[src/rtl/pc_sequencer_pkg.sv]
// Shared types and defaults for the program-counter sequencer.
package pc_seq_pkg;

    localparam int         ADDR_W_DEF   = 9;
    localparam logic [8:0] RESET_PC_DEF = 9'd0;

    typedef enum logic [1:0] {
        BOOT  = 2'd0,
        FETCH = 2'd1,
        WAIT  = 2'd2,
        HALT  = 2'd3
    } seq_state_t;

endpackage

[src/rtl/pc_sequencer_if.sv]
// Fetch / resolve / stack signal bundle between the sequencer and its core.
interface pc_sequencer_if #(
    parameter int ADDR_W = pc_seq_pkg::ADDR_W_DEF
);
    import pc_seq_pkg::*;

    // Handshakes: a fetch transfers on the rising edge where fetch_req and
    // fetch_ack are both high; fetch_req/fetch_addr stay stable until then.
    // A resolution transfers on the rising edge where the sequencer is waiting
    // and resolve_valid is high. Nothing transfers on an edge with stall high.
    logic              fetch_req;
    logic [ADDR_W-1:0] fetch_addr;
    logic              fetch_ack;
    logic              instr_valid;
    logic [ADDR_W-1:0] pc_plus1;
    logic              resolve_valid;
    logic              resolve_ctl;
    logic [ADDR_W-1:0] resolve_target;
    logic              ras_push;
    logic              ras_pop;
    logic [ADDR_W-1:0] ras_top;
    logic              ras_err;
    logic              stall;
    logic              halt;
    logic              halted;
    seq_state_t        dbg_state;

    modport master (
        output fetch_req, fetch_addr, instr_valid, pc_plus1, ras_top, ras_err,
               halted, dbg_state,
        input  fetch_ack, resolve_valid, resolve_ctl, resolve_target,
               ras_push, ras_pop, stall, halt
    );

    modport slave (
        input  fetch_req, fetch_addr, instr_valid, pc_plus1, ras_top, ras_err,
               halted, dbg_state,
        output fetch_ack, resolve_valid, resolve_ctl, resolve_target,
               ras_push, ras_pop, stall, halt
    );

endinterface

[src/rtl/pc_sequencer_ras.sv]
// Circular return-address stack; a push on a full stack overwrites the oldest entry.
module pc_ras #(
    parameter int ADDR_W = 9,
    parameter int DEPTH  = 4
) (
    input  logic              i_clk,
    input  logic              i_rst,
    input  logic              i_push,
    input  logic              i_pop,
    input  logic [ADDR_W-1:0] i_data,
    output logic [ADDR_W-1:0] o_top,
    output logic              o_err
);

    localparam int PW = (DEPTH > 1) ? $clog2(DEPTH) : 1;
    localparam int CW = $clog2(DEPTH + 1);

    logic [ADDR_W-1:0] r_mem [DEPTH];
    logic [PW-1:0]     r_ptr;
    logic [CW-1:0]     r_count;
    logic              r_err;

    function automatic logic [PW-1:0] f_inc(input logic [PW-1:0] p);
        return (p == PW'(DEPTH - 1)) ? '0 : p + 1'b1;
    endfunction

    function automatic logic [PW-1:0] f_dec(input logic [PW-1:0] p);
        return (p == '0) ? PW'(DEPTH - 1) : p - 1'b1;
    endfunction

    always_ff @(posedge i_clk or posedge i_rst) begin
        if (i_rst) begin
            for (int i = 0; i < DEPTH; i++) r_mem[i] <= '0;
            r_ptr   <= '0;
            r_count <= '0;
            r_err   <= 1'b0;
        end else if (i_push && i_pop) begin
            if (r_count != '0) r_mem[r_ptr] <= i_data;
        end else if (i_push) begin
            r_mem[f_inc(r_ptr)] <= i_data;
            r_ptr               <= f_inc(r_ptr);
            if (r_count != CW'(DEPTH)) r_count <= r_count + 1'b1;
        end else if (i_pop) begin
            if (r_count == '0) begin
                r_err <= 1'b1;
            end else begin
                r_ptr   <= f_dec(r_ptr);
                r_count <= r_count - 1'b1;
            end
        end
    end

    assign o_top = (r_count == '0) ? '0 : r_mem[r_ptr];
    assign o_err = r_err;

endmodule

[src/rtl/pc_sequencer.sv]
// Program-counter sequencer: fetch over req/ack, wait for resolution, advance PC.
// Optional return-address stack enabled by defining PC_RAS_EN.
module pc_sequencer
    import pc_seq_pkg::*;
#(
    parameter int              ADDR_W    = ADDR_W_DEF,
    parameter logic [ADDR_W-1:0] RESET_PC = ADDR_W'(RESET_PC_DEF),
    parameter int              RAS_DEPTH = 4
) (
    input  logic            clock,
    input  logic            reset,
    pc_sequencer_if.master  bus
);

    seq_state_t        r_state, w_state_nxt;
    logic [ADDR_W-1:0] r_pc, w_pc_nxt;
    logic              r_fetch_req, w_fetch_req_nxt;
    logic              r_instr_valid, w_instr_valid_nxt;
    logic              r_halt_pend, w_halt_pend_nxt;
    logic              r_halted;
    logic              w_resolve;
    logic [ADDR_W-1:0] w_pc_plus1;

    assign w_pc_plus1 = r_pc + ADDR_W'(1);

    always_comb begin
        w_state_nxt       = r_state;
        w_pc_nxt          = r_pc;
        w_fetch_req_nxt   = r_fetch_req;
        w_instr_valid_nxt = 1'b0;
        w_halt_pend_nxt   = r_halt_pend;
        w_resolve         = 1'b0;
        if (!bus.stall) begin
            unique case (r_state)
                BOOT: begin
                    w_state_nxt     = FETCH;
                    w_fetch_req_nxt = 1'b0;
                end
                FETCH: begin
                    if (bus.halt) w_halt_pend_nxt = 1'b1;
                    // First FETCH cycle after BOOT only raises the request.
                    if (!r_fetch_req) begin
                        w_fetch_req_nxt = 1'b1;
                    end else if (bus.fetch_ack) begin
                        w_state_nxt       = WAIT;
                        w_fetch_req_nxt   = 1'b0;
                        w_instr_valid_nxt = 1'b1;
                    end
                end
                WAIT: begin
                    if (bus.resolve_valid) begin
                        w_resolve       = 1'b1;
                        w_pc_nxt        = bus.resolve_ctl ? bus.resolve_target : w_pc_plus1;
                        w_halt_pend_nxt = 1'b0;
                        if (bus.halt || r_halt_pend) begin
                            w_state_nxt = HALT;
                        end else begin
                            w_state_nxt     = FETCH;
                            w_fetch_req_nxt = 1'b1;
                        end
                    end else if (bus.halt) begin
                        w_halt_pend_nxt = 1'b1;
                    end
                end
                HALT: begin
                    w_fetch_req_nxt = 1'b0;
                end
                default: begin
                    w_state_nxt     = BOOT;
                    w_fetch_req_nxt = 1'b0;
                end
            endcase
        end
    end

    always_ff @(posedge clock or posedge reset) begin
        if (reset) begin
            r_state       <= BOOT;
            r_pc          <= RESET_PC;
            r_fetch_req   <= 1'b0;
            r_instr_valid <= 1'b0;
            r_halt_pend   <= 1'b0;
            r_halted      <= 1'b0;
        end else begin
            r_state       <= w_state_nxt;
            r_pc          <= w_pc_nxt;
            r_fetch_req   <= w_fetch_req_nxt;
            r_instr_valid <= w_instr_valid_nxt;
            r_halt_pend   <= w_halt_pend_nxt;
            r_halted      <= (w_state_nxt == HALT);
        end
    end

    assign bus.fetch_req   = r_fetch_req;
    assign bus.fetch_addr  = r_pc;
    assign bus.instr_valid = r_instr_valid;
    assign bus.pc_plus1    = w_pc_plus1;
    assign bus.halted      = r_halted;
    assign bus.dbg_state   = r_state;

`ifdef PC_RAS_EN
    pc_ras #(
        .ADDR_W (ADDR_W),
        .DEPTH  (RAS_DEPTH)
    ) u_ras (
        .i_clk  (clock),
        .i_rst  (reset),
        .i_push (w_resolve & bus.ras_push),
        .i_pop  (w_resolve & bus.ras_pop),
        .i_data (w_pc_plus1),
        .o_top  (bus.ras_top),
        .o_err  (bus.ras_err)
    );
`else
    localparam int unused_ras_depth = RAS_DEPTH;
    logic w_unused_ras;
    assign w_unused_ras = ^{bus.ras_push, bus.ras_pop, w_resolve};
    assign bus.ras_top  = '0;
    assign bus.ras_err  = 1'b0;
`endif

endmodule
[src/flat_wrapper.sv]
// flat-port wrapper written by rule: the top's interface ports become plain ports
module pc_sequencer_flat import pc_seq_pkg::*;
#(
    parameter int              ADDR_W    = ADDR_W_DEF,
    parameter logic [ADDR_W-1:0] RESET_PC = ADDR_W'(RESET_PC_DEF),
    parameter int              RAS_DEPTH = 4
)
  (clock, reset, bus_fetch_req, bus_fetch_addr, bus_instr_valid, bus_pc_plus1, bus_ras_top, bus_ras_err, bus_halted, bus_dbg_state, bus_fetch_ack, bus_resolve_valid, bus_resolve_ctl, bus_resolve_target, bus_ras_push, bus_ras_pop, bus_stall, bus_halt);
  pc_sequencer_if #(.ADDR_W(ADDR_W)) bus_i ();
  input  logic clock;
  input  logic reset;
  output wire logic [$bits(bus_i.fetch_req)-1:0] bus_fetch_req;
  output wire logic [$bits(bus_i.fetch_addr)-1:0] bus_fetch_addr;
  output wire logic [$bits(bus_i.instr_valid)-1:0] bus_instr_valid;
  output wire logic [$bits(bus_i.pc_plus1)-1:0] bus_pc_plus1;
  output wire logic [$bits(bus_i.ras_top)-1:0] bus_ras_top;
  output wire logic [$bits(bus_i.ras_err)-1:0] bus_ras_err;
  output wire logic [$bits(bus_i.halted)-1:0] bus_halted;
  output wire logic [$bits(bus_i.dbg_state)-1:0] bus_dbg_state;
  input wire logic [$bits(bus_i.fetch_ack)-1:0] bus_fetch_ack;
  input wire logic [$bits(bus_i.resolve_valid)-1:0] bus_resolve_valid;
  input wire logic [$bits(bus_i.resolve_ctl)-1:0] bus_resolve_ctl;
  input wire logic [$bits(bus_i.resolve_target)-1:0] bus_resolve_target;
  input wire logic [$bits(bus_i.ras_push)-1:0] bus_ras_push;
  input wire logic [$bits(bus_i.ras_pop)-1:0] bus_ras_pop;
  input wire logic [$bits(bus_i.stall)-1:0] bus_stall;
  input wire logic [$bits(bus_i.halt)-1:0] bus_halt;
  assign bus_fetch_req = bus_i.fetch_req;
  assign bus_fetch_addr = bus_i.fetch_addr;
  assign bus_instr_valid = bus_i.instr_valid;
  assign bus_pc_plus1 = bus_i.pc_plus1;
  assign bus_ras_top = bus_i.ras_top;
  assign bus_ras_err = bus_i.ras_err;
  assign bus_halted = bus_i.halted;
  assign bus_dbg_state = bus_i.dbg_state;
  assign bus_i.fetch_ack = bus_fetch_ack;
  assign bus_i.resolve_valid = bus_resolve_valid;
  assign bus_i.resolve_ctl = bus_resolve_ctl;
  assign bus_i.resolve_target = bus_resolve_target;
  assign bus_i.ras_push = bus_ras_push;
  assign bus_i.ras_pop = bus_ras_pop;
  assign bus_i.stall = bus_stall;
  assign bus_i.halt = bus_halt;
  pc_sequencer #(.ADDR_W(ADDR_W), .RESET_PC(RESET_PC), .RAS_DEPTH(RAS_DEPTH)) u_core (.clock(clock), .reset(reset), .bus(bus_i));
endmodule
[config.mk]
export PLATFORM = sky130hd
export DESIGN_NAME = pc_sequencer_flat
export DESIGN_NICKNAME = d
export VERILOG_FILES = /design/src/rtl/pc_sequencer_pkg.sv /design/src/rtl/pc_sequencer_if.sv /design/src/rtl/pc_sequencer_ras.sv /design/src/rtl/pc_sequencer.sv /design/src/flat_wrapper.sv
export SDC_FILE = /design/constraint.sdc
export NUM_CORES = 1
export LEC_CHECK = 0
export ABC_CLOCK_PERIOD_IN_PS = 4340
export CAP_MARGIN = 0
export CORE_MARGIN = 2
export CORE_UTILIZATION = 44
export DETAILED_ROUTE_END_ITERATION = 16
export GPL_ROUTABILITY_DRIVEN = 0
export PLACE_DENSITY = 0.85
export RECOVER_POWER = 100
export SKIP_LAST_GASP = 1
export SLEW_MARGIN = 20
export SYNTH_ARGS = -nofsm -noshare
export SYNTH_HDL_FRONTEND = slang
export SYNTH_SLANG_ARGS = --single-unit
[constraint.sdc]
create_clock -name clock -period 4.34 [get_ports clock]
set_input_delay 0.868 -clock clock [delete_from_list [all_inputs] [get_ports clock]]
set_output_delay 0.868 -clock clock [all_outputs]
set_load 0.02 [all_outputs]
==> impl_results.md <==
* Yosys top cell by area: dfrtp_1
* Worst-path clk slew at 0.10 ns
* # DRC at 0
* Number of fill cells at 216
* Worst reg2reg path endpoint: u_core.bus.fetch_addr[3]
* Fmax at 312 MHz
* Crit path cell chain: ha_1, and3_1, and3_2, xnor2_1, dlygate4sd3_1
* Post-CTS Setup Bufs at 0
* Number of buffers created by CTS at 3
* Critical Path Source Type: flip-flop
* Clock root buffer: clkbuf_4
* Flop2flop setup slack at 2.59 ns
* Core footprint at 2280 sq um
* Vias at 977
* Post-synthesis async set-or-reset flop share at 100%
* Synth top area share at 34.6%
* Layout area overhead at 33.6%
* Row count at 17
* Die Width at 53.7 um
* Crit-path max cell delay at 0.69 ns
* Cell area after layout at 1450 sq um
* Post-Synthesis Cells at 123
* Yosys reg bits at 15
* CP endpoint kind: primary output
* M2 GR Usage at 35.8%
* Post-CTS sizing at 0
* Required time worst endpoint at 3.47 ns
* CP arrival at 2.33 ns
* Final WL at 2.37 mm
* Final ANT Viol Nets at 0
* Max Root-Sink Buffers at 2
* Skew-Pair Late Insertion Delay at 0.28 ns
* Worst Setup SP: u_core.bus.fetch_addr[0]
* Register Area at 375 sq um
* H-tree levels at 1
* Port bufs at 38
* Setup CP Type: flip-flop to primary output
* DP Wirelength at 1.90 mm
* Largest net degree at the start of global routing at 20
* Initial antenna violation count at 0
* Maximum VDD drop at 0.338 mV
* Sequential share of the synthesized area at 34.6%
* Status: completed
* Worst Max-Slew Pin Slew at 0.656 ns
* Max Clock Skew at 0.00680 ns
* Hold crit path type: flip-flop to flip-flop
* I/O Pins at 51
* Total gr overflow at 0
* Most common flop cell mapped by yosys: dfrtp_1
* Full die area at 2880 sq um
* Cell family with most CP delay: buffers and inverters
* Tcrit/Tclk final at 73.8%
* Number of detailed-routing iterations run before antenna repair at 4
* Via/cell ratio at 5.22
* Final setup fails at 0
* R2R cell count at 5
* First-pass GRT wire length at 3.77 mm
* Max-Cap Viols at 0
* ANT cells at 0
* RSZ-0062 raised after global routing: no
* Iter 0 DRT Violations at 10
* GR Util met3 at 2.78%
* CP max-delay cell: dlygate4sd3_1
* P_leak at 0.000707 uW
* TritonCTS clock tree: yes
* Worst Hold Depth at 2
* Setup TNS at 0 ns
* CP Buf/Inv Count at 1
* Synth Cell Area at 1080 sq um
* Placed cell areas at 1420 sq um
* Post-cts hold buffer count at 0
* Starting Density at 47.7%
* Number of enable flip-flop cells after synthesis at 0
* GRT Total Usage at 18.2%
* Tmin final at 3.20 ns
* Syn. warnings at 0
* Slew Viols, Final at 0
* Netlist cell types at 34
* Avg WL per Cell at 12.7 um
* Avg Synthesized Cell Area at 8.82 sq um
* Layout Nets at 184
* Die Y at 53.7 um
* Reg-to-reg critical path startpoint: u_core.bus.dbg_state[0]
* Layout cell share with drive strength beyond 1 at 5.66%
* Synth top area cells: dfrtp_1, buf_4, ha_1
* Area of the multi-input gates at 604 sq um
* M1 GR Usage at 19.4%
* Worst path depth at 5
* Worst slew margin at 56.1%
* Worst-path maximum fanout at 6
* Worst setup path endpoint: bus_pc_plus1[6]
* Grt peak-use layer: met2
* Final Hold Fails at 0
* Vias in the first global route at 892
* Power per cell area at 540 nW/um^2
* CTS sink cnt at 15
==> per-stage QoR <==
step / util (%) / total power [uW] / hold slack (ns) / setup slack, ns / std cells
6_report: 63.7 / 782 / 0.546 / 1.14 / 187
5_1_grt: 63.7 / 841 / 0.619 / 0.951 / 187
4_1_cts: 63.7 / 826 / 0.556 / 1.18 / 187
3_5_place_dp: 62.5 / 746 / 0.534 / 1.50 / 183
3_3_place_gp: 62.5 / 724 / 0.515 / 1.54 / 183
2_1_floorplan: - / 526 / 0.539 / 1.83 / 132
==> cells by family after synthesis <==
group,after synthesis,synth area share [%]
buffers and inverters,22,12.8
AOI/OAI and AO/OA,29,17.4
adders and majority gates,6,6.92
xor gates and xnor gates,7,5.65
and+or+nand+nor,40,19.4
other,1,0.346
DFF,15,34.6
muxes,3,2.88
==> placed cells by master, fill, tap and decap left out <==
cell,instances
a211oi_1,1
a21oi_1,3
a22oi_1,3
a311oi_1,1
a31oi_1,5
and2_0,1
and3_1,2
and3_2,2
and3_4,2
clkbuf_4,3
clkdlybuf4s50_1,10
clkinv_2,1
conb_1,10
dfrtp_1,15
dlygate4sd3_1,28
ha_1,6
inv_1,7
mux2_2,1
mux2i_1,2
nand2_1,6
nand3_1,5
nand3b_1,1
nor2_1,13
nor2b_1,3
nor3_1,2
nor3b_1,2
nor4_1,1
o211a_1,1
o21a_1,2
o21ai_0,9
o22a_1,2
o2bb2ai_1,1
o31ai_1,1
xnor2_1,2
xor2_1,5
==> flip-flops by register name, indices dropped and copies added, names as in the netlist <==
signal and flops:
u_core.r_halt_pend 1, u_core.bus.instr_valid 1, u_core.bus.fetch_req 1, u_core.bus.dbg_state 2, u_core.bus.fetch_addr 9, u_core.bus.halted 1
==> how the worst min path moves through the flow <==
stage	start	slack (ns)	end
after global placement	u_core.bus.fetch_addr[1]	0.51	u_core.bus.fetch_addr[1]
after CTS	u_core.bus.fetch_addr[1]	0.56	u_core.bus.fetch_addr[1]
final	u_core.bus.fetch_addr[1]	0.55	u_core.bus.fetch_addr[1]
after global routing	u_core.r_halt_pend	0.62	u_core.r_halt_pend
after floorplan	u_core.r_halt_pend	0.54	u_core.r_halt_pend
after detailed placement	u_core.bus.fetch_addr[1]	0.53	u_core.bus.fetch_addr[1]
==> synthesized netlist by cell type (3+ instances only) <==
cell	number
ha_1	6
nor2b_1	3
a22oi_1	3
a31oi_1	5
nand3_1	5
nand2_1	6
a21oi_1	3
dfrtp_1	15
xor2_1	5
buf_4	10
nor2_1	13
o21ai_0	9
buf_2	3
inv_1	7
==> report_power, final <==
| group | total, uW | leakage [uW] | internal [uW] | switching [uW] |
|---|---|---|---|---|
| clock | 79.6 | 0.0000177 | 34.2 | 45.4 |
| combinational | 446 | 0.000503 | 206 | 241 |
| sequential | 256 | 0.000187 | 190 | 66.7 |
==> routing by layer <==
metal	vias to the layer above	share of wire [%]
met3	0	6.1
li1	487	-
met1	463	40
met4	0	0
met5	-	0
met2	27	54
==> tightest hold or removal path, delay by kind of cell (launching register included) <==
family	cells	cell delay [ns]
compound gates	1	0.06
simple gates	1	0.06
flops	1	0.39
==> area by class of cell <==
cell class | instances | share of cell area, %
clock buffer | 3 | 1.55
timing repair buffer | 38 | 26.3
sequential | 15 | 25.9
tap | 28 | 2.42
multi-input combinational | 95 | 41.7
clock inverter | 1 | 0.345
inverter | 7 | 1.81
Note: power is estimated with default switching activity, not from simulation.
